### src/rtl/prog_loader_pkg.sv
// Shared constants and state encoding for the boot-time program loader.
// Imported by the loader RTL and its testbench.
package prog_loader_pkg;

   localparam int ADDR_WIDTH = 10;
   localparam int DATA_WIDTH = 16;
   localparam int MAX_WORDS  = 1 << ADDR_WIDTH;

   typedef enum logic [2:0] {
      COUNT_HI,
      COUNT_LO,
      DATA_HI,
      DATA_LO,
      CHECK,
      DONE,
      ERROR
   } state_t;

endpackage

### src/rtl/prog_loader.sv
// Boot-time program loader: byte stream -> 16-bit instruction memory writes.
// Holds the core in reset until a complete, checksum-valid image is loaded.
module prog_loader
   import prog_loader_pkg::*;
#(
   parameter int AddrWidth = ADDR_WIDTH,
   parameter int DataWidth = DATA_WIDTH
) (
   input  logic                 Clock,
   input  logic                 Reset,
   input  logic                 iValid,
   input  logic [7:0]           iByte,
   output logic                 oReady,
   output logic                 oWrEnable,
   output logic [AddrWidth-1:0] oAddress,
   output logic [DataWidth-1:0] oInstr,
   output logic                 oCoreReset,
   output logic                 oDone,
   output logic                 oError
);

   localparam logic [16:0] MaxN = 17'(1) << AddrWidth;

   state_t               state;
   state_t               next;
   logic                 accept;
   logic [7:0]           cnt_hi;
   logic [7:0]           hi_byte;
   logic [7:0]           csum;
   logic [15:0]          count;
   logic                 count_ok;
   logic                 last_word;
   logic [AddrWidth:0]   nwords;
   logic [AddrWidth:0]   wcnt;
   logic [AddrWidth-1:0] waddr;

   assign accept    = iValid && oReady;
   assign count     = {cnt_hi, iByte};
   assign count_ok  = (count != 16'd0) && ({1'b0, count} <= MaxN);
   assign last_word = (wcnt + (AddrWidth+1)'(1)) == nwords;

   // State register
   always_ff @(posedge Clock) begin
      if (Reset) state <= COUNT_HI;
      else       state <= next;
   end

   // Next-state decode; only an accepted byte moves the FSM
   always_comb begin
      next = state;
      if (accept) begin
         unique case (state)
            COUNT_HI: next = COUNT_LO;
            COUNT_LO: next = count_ok ? DATA_HI : ERROR;
            DATA_HI:  next = DATA_LO;
            DATA_LO:  next = last_word ? CHECK : DATA_HI;
            CHECK:    next = (iByte == csum) ? DONE : ERROR;
            default:  next = state;
         endcase
      end
   end

   // Datapath, write port and status outputs, all registered
   always_ff @(posedge Clock) begin
      if (Reset) begin
         oReady     <= 1'b1;
         oWrEnable  <= 1'b0;
         oAddress   <= '0;
         oInstr     <= '0;
         oCoreReset <= 1'b1;
         oDone      <= 1'b0;
         oError     <= 1'b0;
         cnt_hi     <= '0;
         hi_byte    <= '0;
         csum       <= '0;
         nwords     <= '0;
         wcnt       <= '0;
         waddr      <= '0;
      end else begin
         oWrEnable  <= 1'b0;
         oReady     <= (next != DONE) && (next != ERROR);
         oDone      <= (next == DONE);
         oError     <= (next == ERROR);
         oCoreReset <= (next != DONE);
         if (accept) begin
            csum <= csum + iByte;
            unique case (state)
               COUNT_HI: cnt_hi <= iByte;
               COUNT_LO: nwords <= count[AddrWidth:0];
               DATA_HI:  hi_byte <= iByte;
               DATA_LO: begin
                  oWrEnable <= 1'b1;
                  oAddress  <= waddr;
                  oInstr    <= DataWidth'({hi_byte, iByte});
                  waddr     <= waddr + AddrWidth'(1);
                  wcnt      <= wcnt + (AddrWidth+1)'(1);
               end
               default: ;
            endcase
         end
      end
   end

endmodule

### config.mk
export PLATFORM = sky130hd
export DESIGN_NAME = prog_loader
export DESIGN_NICKNAME = d
export VERILOG_FILES = /design/src/rtl/prog_loader_pkg.sv /design/src/rtl/prog_loader.sv
export SDC_FILE = /design/constraint.sdc
export NUM_CORES = 1
export LEC_CHECK = 0
export ABC_AREA = 1
export CAP_MARGIN = 0
export CORE_ASPECT_RATIO = 0.8
export CORE_MARGIN = 2
export CORE_UTILIZATION = 56
export DETAILED_ROUTE_END_ITERATION = 6
export PLACE_DENSITY = 0.79
export RECOVER_POWER = 50
export SLEW_MARGIN = 10
export SYNTH_ARGS = -nofsm -noshare
export SYNTH_HDL_FRONTEND = slang
export SYNTH_SLANG_ARGS = --single-unit
### constraint.sdc
create_clock -name Clock -period 2.05 [get_ports Clock]
set_input_delay 0.3075 -clock Clock [delete_from_list [all_inputs] [get_ports Clock]]
set_output_delay 0.3075 -clock Clock [all_outputs]
set_load 0.005 [all_outputs]
### Word-level counts from Yosys, hierarchy flattened

Cells that the tools add are included.

| cells by class | value |
|---|---|
| bitwise operators | 1 |
| $add $sub $neg | 3 |
| reductions and logical operators | 10 |
| $lt $le $gt $ge | 1 |
| equality and inequality tests | 10 |
| mux-type cells | 6 |

Operator list:

| kind | count |
|---|---|
| 16-bit by 11-bit <= comparator with 1-bit output, second input constant | 1 |
| 16-bit nonzero test | 1 |
| 3-bit case mux with 5 select lines | 1 |
| 11-bit by 1-bit adder with 11-bit output, second input constant | 1 |
| 11-bit == test | 1 |
| 10-bit by 1-bit adder with 10-bit output, second input constant | 1 |
| 3-bit == test, second input constant | 3 |
| 3-bit 2-to-1 mux | 3 |
| 8-bit adder | 1 |
| 8-bit == test | 1 |
| 2-bit AND reduction | 4 |
| 3-bit by 2-bit == test with 1-bit output, second input constant | 2 |
| 3-bit inequality test, second input constant | 2 |
| 3-bit by 1-bit == test with 1-bit output, second input constant | 1 |
| 1-bit logical AND | 3 |
| 3-bit zero test | 1 |
| 2-bit 2-to-1 mux | 1 |
| 2-bit OR reduction | 1 |
| 1-bit 2-to-1 mux | 1 |
| 1-bit inverter | 1 |

| storage, ports and cells | value |
|---|---|
| word-level logic and storage cells | 45 |
| bits in registers | 90 |
| output and inout bits | 31 |
| bits of input ports | 11 |

### Depth between registers and ports, before layout

| depth | value |
|---|---|
| depth after elaboration | 7 |
| gate-level depth with buffers | 19 |

### Least setup slack after synthesis

Ideal clock, no wire load.

| path | value |
|---|---|
| path type | reg-to-reg |
| start | register wcnt[0] |
| end | register oCoreReset |
| setup slack | 0.249 ns |
| stages on the path, launching flop included | 17 |
| buffers on the path | 0 |
| arrival | 1.691 ns |
| period minus slack after synthesis | 1.801 ns |
| path through | dfxtp_1 > ha_1 > nand2_2 > nor2_4 > nand2_2 > o21bai_2 > nand2_1 > nand2_1 > nand2_1 > nor2_1 > nand2_1 > nand2_1 > nand2_1 > a21oi_2 > nand2_2 > nor2_4 > inv_2 |

| between the ends | value |
|---|---|
| word-level cells in the longest chain between the ends | 6 |

Ends and longest elaborated chain:

| item | line | source |
|---|---|---|
| from (decl) | prog_loader.sv:34 | `logic [AddrWidth:0] wcnt;` |
| from (signal assigned) | prog_loader.sv:96 | `wcnt <= wcnt + (AddrWidth+1)'(1);` |
| 11-bit by 1-bit adder with 11-bit output | prog_loader.sv:40 | `assign last_word = (wcnt + (AddrWidth+1)'(1)) == nwords;` |
| 11-bit == test | prog_loader.sv:40 |  |
| 3-bit 2-to-1 mux | prog_loader.sv:56 | `DATA_LO: next = last_word ? CHECK : DATA_HI;` |
| 3-bit case mux with 5 select lines | prog_loader.sv:52 | `unique case (state)` |
| 3-bit 2-to-1 mux | prog_loader.sv:51 | `if (accept) begin` |
| 3-bit inequality test | prog_loader.sv:84 | `oCoreReset <= (next != DONE);` |
| to (signal assigned) | prog_loader.sv:84 |  |
| to (decl) | prog_loader.sv:17 | `output logic oCoreReset,` |

Every way passes these cells.
A chain may end at the register's enable or synchronous reset.

### Worst setup path after layout

| path | value |
|---|---|
| start | register wcnt[1] |
| end | register oCoreReset |

The elaborated chain is that of the path after synthesis.

==> results.yml <==
sta:
  final_max_slew_viol_count: 0
  fin_crit_sh_pct: 100
  fin_ws_ns: -0.00942
  hold_viol: 0
  fin_crit_ns: 2.06
  max_freq_mhz: 486
  finalClockSkew_ns: 0.0105
  rsz0062_at_grt: "true"
  maxSlewHeadroom_pct: 56.8
  setup_viol: 2
  tightest_slew_ns: 0.648
status:
  violations: "negative setup slack"
  status: "finished with violations"
logic_synthesis:
  ys_seq_area_share_pct: 44.1
  synth_async_sr_flop_share_pct: 0
  synth_edf_count: 0
  syn_avg_cell_area_sq_um: 7.08
  ys_seq_elements: 90
  yosysUniqueCellTypes: 28
  yosysWarnings: 0
  syn-cell-area_sq_mm: 0.00409
  synth_ff_type: "dfxtp_1"
  syn_nets: 598
  post_synth_inst_count: 577
worst_hold_path:
  hp-class: "register to register"
  min_from: "waddr[8]"
  whs_path_depth: 1
  hold_end: "waddr[8]"
worst_setup_path:
  r2r_end: "oCoreReset"
  crit_fanout: 4
  crit_required_ns: 2.34
  worst_path_most_repeated_cell: "nand2_1"
  path_cells: "ha_4 -> nand2_8 -> nor2_4 -> nand2_4 -> nand2_1 -> nand3_1 -> nand2_1 -> nand3_1 -> nor2_1 -> nand2_1 -> nand2_1 -> nand2_2 -> a21oi_2 -> nand2_2 -> nor2_4 -> inv_2"
  critical_path_class: "register to register"
  start_kind: "register"
  cp_slowest_cell: "dfxtp_4"
  reg2reg_depth: 16
  max_stage_delay_ns: 0.39
  reg2reg_slack_ns: -0.009
  end_kind: "register"
  arrival_ns: 2.35
  r2r_start: "wcnt[1]"
final_layout:
  final_common_cell: "nand2_1"
  layout-drive-gt1-share_pct: 16.4
  layout_common_cells: "90 x nand2_1, 83 x dfxtp_1, 71 x inv_1"
  num-nets-final: 679
  finalNonFillerCells: 750
  nFillCells: 548
  fin_area_sq_mm: 0.00526
  syn_to_final_growth_pct: 28.7
  antenna_cells: 0
detailed_routing:
  drc_errors: 0
  vias: 4123
  wl_per_cell_um: 14.4
  wl_um: 10800
  drt-vias-per-instance: 5.50
  ant_nets: 0
  drtIter0Drc: 339
  first_pass_iters: 5
global_route:
  grt-ovfl-total: 0
  antenna_found_initial: 0
  grt_usage_pct: 27.5
  grt_pass1_wl_um: 17500
  grt_max_degree: 55
  grt_pass1_vias: 3823
place:
  gp_congestion: 0.938
  portBuffers: 41
  hpwl_um: 7320
  dpl_worst_slack_ns: -0.360
  place_area_sq_mm: 0.00488
  dp_cells: 729
cts:
  cts_root_buffer: "clkbuf_8"
  cts_sinks: 90
  numCtsBuffers: 9
  clkTransAtPathRegs_ns: 0.10
  htreeDepth: 3
  clk_latency_ns: 0.38
  cts-hold-fix-buffers: 0
  cts_tree: "built"
  clockBufferDepth: 2
flow_run:
  drv_cap: 0
die:
  core_sq_mm: 0.00699
  die_y_um: 80.4
  rows: 27
  num_io_pins: 42
  start_util_pct: 58.5
  die_x_um: 99.5
  die_area_sq_mm: 0.00800
power_and_ir_drop:
  power.density_mw_per_mm2: 732
  p_leak_nw: 2.32
  finalPower_mw: 3.85
  peakVddDrop_mv: 0.444
[per-stage QoR]
stage          utilization, %  TNS, ns  hold WS (ns)
2_1_floorplan               -        0         0.422
3_3_place_gp             69.8    -2.53         0.431
3_5_place_dp             69.8    -3.11         0.446
4_1_cts                  72.8        0         0.459
5_1_grt                  75.2   -0.762         0.490
6_report                 75.2  -0.0163         0.455
[per-layer routing]
layer	wire (um)	global-route usage, %	up-vias
met5	0	0	-
met4	161	6.58	0
met3	763	7.05	23
met2	4950	44.6	136
met1	4910	37.0	1921
li1	-	-	2043
[Yosys cell counts (2+ instances only)]
cell type	count	area, sq um
a21oi_1	59	295
nand2_2	3	18.8
nor2_4	4	45.0
dfxtp_1	90	1800
nor2_2	3	18.8
nand3b_1	2	15.0
nor4_1	3	18.8
xor2_1	5	43.8
nor3_1	4	20.0
o21ai_0	70	350
nand4_1	4	25.0
o211ai_1	3	22.5
nand2_1	98	368
nor3b_1	2	15.0
inv_2	3	11.3
nand3_1	40	200
inv_1	72	270
clkbuf_1	21	78.8
a31oi_1	2	12.5
ha_1	9	113
nor2_1	73	274
[worst max-delay path, delay by kind of cell, from the launching register on]
family | cells | cell delay [ns]
buf+inv | 1 | 0.03
simple gates | 13 | 1.20
compound gates | 1 | 0.15
fa+ha+maj | 1 | 0.18
flops | 1 | 0.39
[area by class of cell]
type	instances	area, sq um	share of cell area [%]
inverter	75	282	5.35
timing repair buffer	92	777	14.8
sequential	90	1820	34.6
tap	87	109	2.07
clock buffer	10	138	2.62
clock inverter	6	62.6	1.19
multi-input combinational	390	2070	39.4
[how the worst max path moves through the flow]
| stage | endpoint | depth (start not counted) | from |
|---|---|---|---|
| floorplan | oCoreReset | 16 | wcnt[0] |
| global placement | oCoreReset | 12 | iByte[2] |
| detailed placement | csum[7] | 14 | iByte[2] |
| CTS | oCoreReset | 16 | wcnt[1] |
| global route | oReady | 18 | wcnt[1] |
| finish | oCoreReset | 16 | wcnt[1] |
[where the power goes]
part / switching (mW) / total [mW] / internal (mW)
combinational: 0.385 / 0.683 / 0.298
clock: 0.734 / 1.25 / 0.517
sequential: 0.0674 / 1.92 / 1.85
[sequential cells by signal, summed over array words and instances (netlist names)]
name	flops
nwords	11
oCoreReset	1
oError	1
oDone	1
oReady	1
oInstr	16
wcnt	11
oAddress	10
state	3
waddr	10
oWrEnable	1
cnt_hi	8
hi_byte	8
csum	8
[kinds of logic after synthesis]
| group | after synthesis | synth area share, % |
|---|---|---|
| simple gates | 237 | 25.2 |
| xor+xnor | 5 | 1.07 |
| buf+inv | 97 | 8.91 |
| fa+ha+maj | 10 | 3.24 |
| compound gates | 138 | 17.5 |
| flops | 90 | 44.1 |
[timing repair]
item,CTS,global route
hold endpoints to repair,0,0
resized for setup,3,46
endpoints found under the setup margin,2,9
buffers inserted,0,5
pin swaps,0,29
No activity file was read; power rests on OpenSTA's default activity.
